File: config.mk
export PLATFORM = sky130hd
export DESIGN_NAME = uart_rx_monitor
export DESIGN_NICKNAME = d
export VERILOG_FILES = /design/src/rtl/uart_pkg.sv /design/src/rtl/uart_rx_fifo.sv /design/src/rtl/uart_rx_monitor.sv
export SDC_FILE = /design/constraint.sdc
export NUM_CORES = 1
export LEC_CHECK = 0
export ABC_AREA = 1
export BUFFER_PORTS_ARGS = -buffer_cell sky130_fd_sc_hd__buf_2
export CAP_MARGIN = 20
export CELL_PAD_IN_SITES_DETAIL_PLACEMENT = 0
export CELL_PAD_IN_SITES_GLOBAL_PLACEMENT = 1
export CORE_ASPECT_RATIO = 2
export CORE_MARGIN = 4
export CORE_UTILIZATION = 48
export CTS_BUF_LIST = sky130_fd_sc_hd__clkbuf_8
export CTS_CLUSTER_DIAMETER = 200
export CTS_CLUSTER_SIZE = 10
export DETAILED_ROUTE_END_ITERATION = 10
export GPL_TIMING_DRIVEN = 0
export PLACE_DENSITY = 0.81
export SLEW_MARGIN = 0
export SYNTH_ARGS = -nofsm -noshare
export SYNTH_HDL_FRONTEND = slang
export SYNTH_SLANG_ARGS = --single-unit
export TNS_END_PERCENT = 100
File: constraint.sdc
create_clock -name clk_i -period 2.5 [get_ports clk_i]
set_input_delay 0.5 -clock clk_i [delete_from_list [all_inputs] [get_ports clk_i]]
set_output_delay 0.5 -clock clk_i [all_outputs]
set_load 0.1 [all_outputs]
File: src/rtl/uart_pkg.sv
// Shared types for the UART receive path: parity modes, receiver FSM states
// and the canonical layout of a received word.
package uart_pkg;

  localparam int MAX_DATA_BITS = 9;

  typedef enum logic [1:0] {
    NONE = 2'd0,
    EVEN = 2'd1,
    ODD  = 2'd2
  } parity_mode_e;

  typedef enum logic [2:0] {
    IDLE,
    START,
    DATA,
    PARITY,
    STOP
  } rx_state_e;

  // Error flags sit above the data so a word reads {frame_err, parity_err, data}.
  typedef struct packed {
    logic                     frame_err;
    logic                     parity_err;
    logic [MAX_DATA_BITS-1:0] data;
  } rx_word_t;

  function automatic logic maj3(input logic a, input logic b, input logic c);
    return (a & b) | (a & c) | (b & c);
  endfunction

endpackage

File: src/rtl/uart_rx_fifo.sv
// First-word-fall-through FIFO; full/empty come from pointers carrying an extra
// wrap bit. A push into a full FIFO is dropped unless a pop frees a slot that edge.
module uart_rx_fifo #(
  parameter int WIDTH = 10,
  parameter int DEPTH = 4
) (
  input  logic             clk_i,
  input  logic             rst_i,
  input  logic [WIDTH-1:0] wr_data_i,
  input  logic             wr_en_i,
  output logic [WIDTH-1:0] rd_data_o,
  output logic             rd_valid_o,
  input  logic             rd_ready_i,
  output logic             overrun_o
);

  localparam int AW = $clog2(DEPTH);

  logic [WIDTH-1:0] mem [DEPTH];
  logic [AW:0]      wr_ptr_reg;
  logic [AW:0]      rd_ptr_reg;
  logic             overrun_reg;
  logic             empty;
  logic             full;
  logic             pop;
  logic             push_ok;

  assign empty   = (wr_ptr_reg == rd_ptr_reg);
  assign full    = (wr_ptr_reg[AW] != rd_ptr_reg[AW]) &&
                   (wr_ptr_reg[AW-1:0] == rd_ptr_reg[AW-1:0]);
  assign pop     = ~empty & rd_ready_i;
  assign push_ok = wr_en_i & (~full | pop);

  always_ff @(posedge clk_i) begin
    if (rst_i) begin
      wr_ptr_reg  <= '0;
      rd_ptr_reg  <= '0;
      overrun_reg <= 1'b0;
    end else begin
      if (push_ok) wr_ptr_reg <= wr_ptr_reg + (AW+1)'(1);
      if (pop)     rd_ptr_reg <= rd_ptr_reg + (AW+1)'(1);
      overrun_reg <= wr_en_i & full & ~pop;
    end
  end

  always_ff @(posedge clk_i) begin
    if (push_ok) mem[wr_ptr_reg[AW-1:0]] <= wr_data_i;
  end

  // Head is forced to zero while empty so stale storage never shows.
  assign rd_data_o  = empty ? '0 : mem[rd_ptr_reg[AW-1:0]];
  assign rd_valid_o = ~empty;
  assign overrun_o  = overrun_reg;

endmodule

File: src/rtl/uart_rx_monitor.sv
// Oversampling UART receiver: synchronizer, tick generator, framing FSM with
// parity/stop checks, and a FWFT output queue carrying error flags with each word.
module uart_rx_monitor
  import uart_pkg::*;
#(
  parameter int DATA_BITS   = 8,
  parameter int PARITY_MODE = 1,
  parameter int STOP_BITS   = 1,
  parameter int OVERSAMPLE  = 16,
  parameter int BAUD_DIV    = 8,
  parameter int FIFO_DEPTH  = 4
) (
  input  logic                 clk_i,
  input  logic                 rst_i,
  input  logic                 rx_i,
  output logic [DATA_BITS-1:0] m_data_o,
  output logic                 m_parity_err_o,
  output logic                 m_frame_err_o,
  output logic                 m_valid_o,
  input  logic                 m_ready_i,
  output logic                 overrun_o,
  output logic                 busy_o
);

  localparam int BD_W   = (BAUD_DIV > 1) ? $clog2(BAUD_DIV) : 1;
  localparam int OS_W   = $clog2(OVERSAMPLE);
  localparam int BI_W   = $clog2(DATA_BITS);
  localparam int WORD_W = DATA_BITS + 2;

  localparam logic [BD_W-1:0] BD_LAST = BD_W'(BAUD_DIV - 1);
  localparam logic [OS_W-1:0] OS_LAST = OS_W'(OVERSAMPLE - 1);
  localparam logic [OS_W-1:0] SAMP_0  = OS_W'(OVERSAMPLE / 2 - 1);
  localparam logic [OS_W-1:0] SAMP_1  = OS_W'(OVERSAMPLE / 2);
  localparam logic [OS_W-1:0] SAMP_2  = OS_W'(OVERSAMPLE / 2 + 1);
  localparam logic [BI_W-1:0] BI_LAST = BI_W'(DATA_BITS - 1);
  localparam logic            STOP_LAST = 1'(STOP_BITS - 1);
  localparam parity_mode_e    PMODE   = parity_mode_e'(PARITY_MODE[1:0]);

  logic                 rx_meta_reg, rx_s_reg, rx_d_reg;
  logic [BD_W-1:0]      baud_cnt_reg;
  logic                 samp0_reg, samp1_reg;
  rx_state_e            state_reg, state_next;
  logic [OS_W-1:0]      os_cnt_reg, os_cnt_next;
  logic [BI_W-1:0]      bit_idx_reg, bit_idx_next;
  logic                 stop_idx_reg, stop_idx_next;
  logic [DATA_BITS-1:0] data_reg, data_next;
  logic                 parity_err_reg, parity_err_next;
  logic                 frame_err_reg, frame_err_next;
  logic                 tick, start_det, decide, bit_end, maj, exp_parity, push;
  logic [WORD_W-1:0]    push_word, head_word;

  always_ff @(posedge clk_i) begin
    if (rst_i) begin
      rx_meta_reg <= 1'b1;
      rx_s_reg    <= 1'b1;
      rx_d_reg    <= 1'b1;
    end else begin
      rx_meta_reg <= rx_i;
      rx_s_reg    <= rx_meta_reg;
      rx_d_reg    <= rx_s_reg;
    end
  end

  assign start_det = (state_reg == IDLE) & rx_d_reg & ~rx_s_reg;
  assign tick      = (baud_cnt_reg == BD_LAST);

  // Restarting the divider on the start edge keeps sample points centred.
  always_ff @(posedge clk_i) begin
    if (rst_i || start_det || tick) baud_cnt_reg <= '0;
    else                            baud_cnt_reg <= baud_cnt_reg + BD_W'(1);
  end

  assign decide     = tick && (os_cnt_reg == SAMP_2);
  assign bit_end    = tick && (os_cnt_reg == OS_LAST);
  assign maj        = maj3(samp0_reg, samp1_reg, rx_s_reg);
  assign exp_parity = (PMODE == ODD) ? ~^data_reg : ^data_reg;
  assign push_word  = {frame_err_reg | ~maj, parity_err_reg, data_reg};

  always_ff @(posedge clk_i) begin
    if (rst_i) begin
      state_reg      <= IDLE;
      os_cnt_reg     <= '0;
      bit_idx_reg    <= '0;
      stop_idx_reg   <= 1'b0;
      data_reg       <= '0;
      parity_err_reg <= 1'b0;
      frame_err_reg  <= 1'b0;
      samp0_reg      <= 1'b1;
      samp1_reg      <= 1'b1;
    end else begin
      state_reg      <= state_next;
      os_cnt_reg     <= os_cnt_next;
      bit_idx_reg    <= bit_idx_next;
      stop_idx_reg   <= stop_idx_next;
      data_reg       <= data_next;
      parity_err_reg <= parity_err_next;
      frame_err_reg  <= frame_err_next;
      if (tick && os_cnt_reg == SAMP_0) samp0_reg <= rx_s_reg;
      if (tick && os_cnt_reg == SAMP_1) samp1_reg <= rx_s_reg;
    end
  end

  always_comb begin
    state_next      = state_reg;
    os_cnt_next     = os_cnt_reg;
    bit_idx_next    = bit_idx_reg;
    stop_idx_next   = stop_idx_reg;
    data_next       = data_reg;
    parity_err_next = parity_err_reg;
    frame_err_next  = frame_err_reg;
    push            = 1'b0;
    if (tick) os_cnt_next = (os_cnt_reg == OS_LAST) ? '0 : os_cnt_reg + OS_W'(1);

    case (state_reg)
      IDLE: begin
        if (start_det) begin
          state_next      = START;
          os_cnt_next     = '0;
          bit_idx_next    = '0;
          stop_idx_next   = 1'b0;
          data_next       = '0;
          parity_err_next = 1'b0;
          frame_err_next  = 1'b0;
        end
      end
      START: begin
        if (decide && maj)  state_next = IDLE;
        else if (bit_end)   state_next = DATA;
      end
      DATA: begin
        if (decide) data_next[bit_idx_reg] = maj;
        if (bit_end) begin
          if (bit_idx_reg == BI_LAST) state_next = (PMODE != NONE) ? PARITY : STOP;
          else                        bit_idx_next = bit_idx_reg + BI_W'(1);
        end
      end
      PARITY: begin
        if (decide)  parity_err_next = (maj != exp_parity);
        if (bit_end) state_next = STOP;
      end
      STOP: begin
        // The final stop bit is committed at its decision point so a start
        // edge immediately following it is not missed.
        if (decide && stop_idx_reg == STOP_LAST) begin
          push       = 1'b1;
          state_next = IDLE;
        end else begin
          if (decide)  frame_err_next = frame_err_reg | ~maj;
          if (bit_end) stop_idx_next = 1'b1;
        end
      end
      default: state_next = IDLE;
    endcase
  end

  uart_rx_fifo #(
    .WIDTH(WORD_W),
    .DEPTH(FIFO_DEPTH)
  ) u_fifo (
    .clk_i     (clk_i),
    .rst_i     (rst_i),
    .wr_data_i (push_word),
    .wr_en_i   (push),
    .rd_data_o (head_word),
    .rd_valid_o(m_valid_o),
    .rd_ready_i(m_ready_i),
    .overrun_o (overrun_o)
  );

  assign m_data_o       = head_word[DATA_BITS-1:0];
  assign m_parity_err_o = head_word[DATA_BITS];
  assign m_frame_err_o  = head_word[DATA_BITS+1];
  assign busy_o         = (state_reg != IDLE);

endmodule
# Word level (Yosys, flattened, before mapping)
# Memories as Yosys holds them, arrays and structs flattened. A register that Yosys moved wholly into a read port is not among the register bits.
# Index checks and enable logic that the tools add are counted.
# op_classes
n_eq_ne,26
mul,0
n_addsub,5
magnitude_cmp,2
mux,38
reduce_logical,22
shifts,0
div,0
n_bitwise,19
# ops
cell,n
$mux W3,10
$ne A2 B2 Y1 const B,11
$mux W4,4
$mux W8,2
$pmux W8 S2,1
$pmux W3 S5,1
$add A3 B1 Y3 const B,4
$eq A4 B4 Y1 const B,3
$reduce_and A4 Y1,3
$mux W1,11
$mux W10,1
$and A1 B1 Y1,9
$eq A3 B3 Y1 const B,3
$bwmux W8,1
$logic_and A1 B1 Y1,8
$reduce_xor A8 Y1,1
$eq A3 B2 Y1 const B,2
$not A1 Y1,6
$pmux W1 S2,3
$pmux W3 S2,1
$reduce_and A3 Y1,2
$reduce_and A6 Y1,1
$reduce_bool A2 Y1,3
$add A4 B1 Y4 const B,1
other kinds (14),20
# totals
mem_bits_rw,40
in_bits,4
memories,1
latchBits,0
elab_cells,129
mem_bits_ro,0
regBits,36
# mem_list
memory,depth,width,read_ports,rd_clocked_by_memory_dff,write_ports,line_no,source
u_fifo.mem,4,10,1,1,1,uart_rx_fifo.sv:19,logic [WIDTH-1:0] mem [DEPTH];

# Depth between registers and ports, before layout
# depth
ltp_word,8
depth_mapped,12

# Cells and area by module
# From an unflattened synthesis, not the netlist that was laid out.
# hier_totals
cells_unflattened,399
area_unflattened_um2,3682.3
# by_module_without_submodules
mod,seq_area_each_um2,n_inst,area_per_inst_um2,cells_each
uart_rx_fifo,1381.3,1,2077.0,176
uart_rx_monitor,580.6,1,1605.3,223

# Worst setup path after synthesis
# No wires, ideal clock.
# synth_path
path_type,flip-flop to output port
start,reg u_fifo.wr_ptr_reg[0]
end,out m_data_o[0]
required_ns,2.000
slack_ns,-0.429
path_stages_with_launch,8
arrival_ns,2.429
path_buffers,1
path_cell_list,dfxtp_1 -> inv_1 -> nand2_1 -> a21oi_1 -> nand2_1 -> clkbuf_1 -> nand2_1 -> inv_1
# synth_via
elab_chain_cells,2
# synth_rtl
item,line_no,source
"start, declared",uart_rx_fifo.sv:20,logic [AW:0] wr_ptr_reg;
"start signal, assigned",uart_rx_fifo.sv:40,if (push_ok) wr_ptr_reg <= wr_ptr_reg + (AW+1)'(1);
$eq A3 B3 Y1,uart_rx_fifo.sv:28,assign empty = (wr_ptr_reg == rd_ptr_reg);
$mux W10,uart_rx_fifo.sv:51,assign rd_data_o = empty ? '0 : mem[rd_ptr_reg[AW-1:0]];
"end, declared",uart_rx_monitor.sv:16,"output logic [DATA_BITS-1:0] m_data_o,"
# No other way between the ends.

# Worst setup path in the final report
# layout_path
start,reg baud_cnt_reg[0]
end,mem u_fifo.mem[3][1] (enable)
# layout_via
elab_chain_cells,8
# layout_rtl
item,line_no,source
"start, declared",uart_rx_monitor.sv:40,logic [BD_W-1:0] baud_cnt_reg;
"start signal, assigned",uart_rx_monitor.sv:70,else baud_cnt_reg <= baud_cnt_reg + BD_W'(1);
$eq A3 B3 Y1,uart_rx_monitor.sv:65,assign tick = (baud_cnt_reg == BD_LAST);
$logic_and A1 B1 Y1,uart_rx_monitor.sv:73,assign decide = tick && (os_cnt_reg == SAMP_2);
$logic_and A1 B1 Y1,uart_rx_monitor.sv:144,if (decide && stop_idx_reg == STOP_LAST) begin
$mux W1,uart_rx_monitor.sv:144,
$mux W1,uart_rx_monitor.sv:114,case (state_reg)
$and A1 B1 Y1,uart_rx_fifo.sv:32,assign push_ok = wr_en_i & (~full | pop);
$mux W1,uart_rx_fifo.sv:47,if (push_ok) mem[wr_ptr_reg[AW-1:0]] <= wr_data_i;
$mux W1 (implied by the code),uart_rx_fifo.sv:47,
"end, declared",uart_rx_fifo.sv:19,
# No other way between the ends.

==> flow_summary.ini <==
[drt]
drc_errors = 0
wl_per_cell_um = 13.9
routed_via_density = 5.06
drtAntennaViolNets = 0
vias = 2775
drt_iter0_markers = 127
wirelength_mm = 7.63
dr.pass1.iters = 4

[synth]
ys.flop_type = edfxtp_1
synth-compound-area-share_pct = 10.9
synth_edf_count = 40
synthSimpleGateAreaFrac_pct = 22.8
ys_seq_area_share_pct = 53.2
synth_area_per_cell_um2 = 8.73
netlist_top_cells_area = edfxtp_1, dfxtp_1, nand2_1, nor2_1, inv_1
ys_async_sr_fraction_pct = 0
netlist_top_cells_count = nand2_1, nor2_1, inv_1
synth-seq-cells = 78
synth_top_family_by_area = simple AND/OR/NAND/NOR gates
synth_area_mm2 = 0.00369
synth-adder-area-share_pct = 4.07
yosysTopAreaCell = edfxtp_1
yosysTopAreaCellShare_pct = 32.6
synth_most_common_cell = nand2_1
synth_fp_nets = 438
synth_mux_area_share_pct = 0
synth_xor_area_share_pct = 2.14
netlist_instances = 422
synthDistinctLibCells = 31
yosysWarningCount = 0

[hold_path]
holdPathStages = 2
hold_class = in2reg
min_from = rx_i

[floorplanning]
die_h_um = 132
num_rows = 45
start_util_pct = 48.9
dieArea_mm2 = 0.00923
die_w_um = 70.0
ios = 17
coreArea_mm2 = 0.00754

[placement]
pre_cts_ws_ns = -0.113
gpl.final_weighted_congestion = 0.851
place_area_mm2 = 0.00388
io_buffers = 16
hpwl_mm = 5.87

[setup_path]
crit_type = reg2reg
critPathLaunchType = flip-flop
critPathMaxFanout = 10
crit_arrival_ns = 2.54
r2r-start = baud_cnt_reg[0]
reg2regPathDepth = 7
required_ns = 2.47
cp-end-kind = flip-flop
critPathLaunch = baud_cnt_reg[0]

[cells_and_area]
nets = 465
post_route_cells_drive_above_1_share_pct = 14.5
finalInstanceArea_mm2 = 0.00409
fillers = 741
synthToLayoutAreaGrowth_pct = 11.0
largest_reg_flops = 40
n_antenna_cell = 0

[grt]
groute.usage.overall_pct = 17.5
grt-ovfl-total = 0
grt_antenna_before_repair = 0
grt_pass1_wl_mm = 12.6
grt_pass1_vias = 2753
grt_max_degree = 14

[clock_tree]
worstSkewPairLatency_ns = 0.35
clockBufferDepth = 2
h-tree-depth = 3
clk_pin_slew_worst_paths_ns = 0.08
cts_buffers = 9
numClockSinks = 78
cts_tree = built
root_buffer = clkbuf_8

[power_and_ir_drop]
cellPowerDensity_mw_per_mm2 = 732
ir_worst_vdd_uv = 632
p_leak_uw = 0.00169

[timing]
rsz0062_at_grt = true
clock.fmax_mhz = 389
slew-limit-headroom_pct = 32.8
worstMarginPinSlew_ns = 1.00
finalSetupViolations = 30
final_max_slew_viol_count = 0
finalCriticalPeriod_ns = 2.57
final_hold_viol_count = 0
finalCritPeriodShare_pct = 103
setup_ws_ns = -0.0704
clock_skew_ns = 0.00494

[run]
max-cap-violations = 0

[outcome]
outcome = finished, violations left
violations = negative setup slack
## critical path, cell delays in order (launching register included)
cell	delay (ns)
dfxtp_1	0.35
ha_1	0.16
ha_1	0.14
buf_4	0.16
nand4_4	0.16
nor3_2	0.20
nand2_1	0.22
nor2_1	0.81
## layout make-up
| type | count | area (µm²) | share of cell area (%) |
|---|---|---|---|
| Sequential cell | 78 | 1960 | 48.0 |
| Multi-Input combinational cell | 279 | 1470 | 36.0 |
| Inverter | 54 | 203 | 4.96 |
| Clock buffer | 9 | 124 | 3.03 |
| Tap cell | 94 | 118 | 2.88 |
| Timing Repair Buffer | 16 | 115 | 2.81 |
| Buffer | 11 | 53.8 | 1.32 |
| Clock inverter | 7 | 42.5 | 1.04 |
## timing repair
| item | CTS | global route |
|---|---|---|
| hold buffers | 0 | 0 |
| setup buffers | 0 | 0 |
| gates resized for setup | 11 | 7 |
| setup endpoints to repair | 50 | 48 |
| endpoints found under the hold margin | 0 | 0 |
## worst paths after layout
kind	endpoint	slack [ns]
max	u_fifo.mem[3][1]	-0.07
min	rx_meta_reg	0.33
max reg2reg	u_fifo.mem[3][1]	-0.07
min reg2reg	rx_s_reg	0.41
## power by group
part           switching [µW]  total [µW]  internal, µW
Sequential               50.3        1430          1380
Clock                     447         799           351
Combinational             567         769           202
## cells by family after synthesis
family | Yosys count
compound gates | 70
xor+xnor | 9
fa+ha+maj | 12
buf+inv | 65
flops | 78
simple gates | 188
## layout by cell type, fill, tap and decap left out, types with 3 or more instances in the layout
cell	instances
inv_2	6
xnor2_1	4
dfxtp_1	38
buf_2	6
a21oi_1	26
nor3_1	15
nand2_2	5
nand3_1	11
clkbuf_2	3
or2_2	3
edfxtp_1	40
nand3_2	3
clkbuf_1	4
xor2_1	5
nor2_1	58
inv_1	49
o21ai_0	29
clkbuf_8	9
o32ai_1	10
buf_4	9
nand2_1	82
ha_1	12
## metal layers
metal	wire length, µm	track usage, %	vias up
met5	0	0	-
met4	233	9.28	0
met3	185	3.36	15
met2	4510	35.2	38
met1	2700	15.5	1280
li1	-	-	1442
## through the flow
step / std cells / hold WS, ns / util, % / total power, µW / setup TNS [ns]
global route: 548 / 0.323 / 54.2 / 3140 / -10.82
CTS: 548 / 0.316 / 54.0 / 3010 / -3.47
floorplan: 422 / 0.389 / - / 2060 / 0
global placement: 532 / 0.400 / 51.5 / 2200 / -1.41
finish: 548 / 0.330 / 54.2 / 3000 / -1.36
detailed placement: 532 / 0.397 / 51.5 / 2210 / -3.07
(Power assumes the default switching activity.)
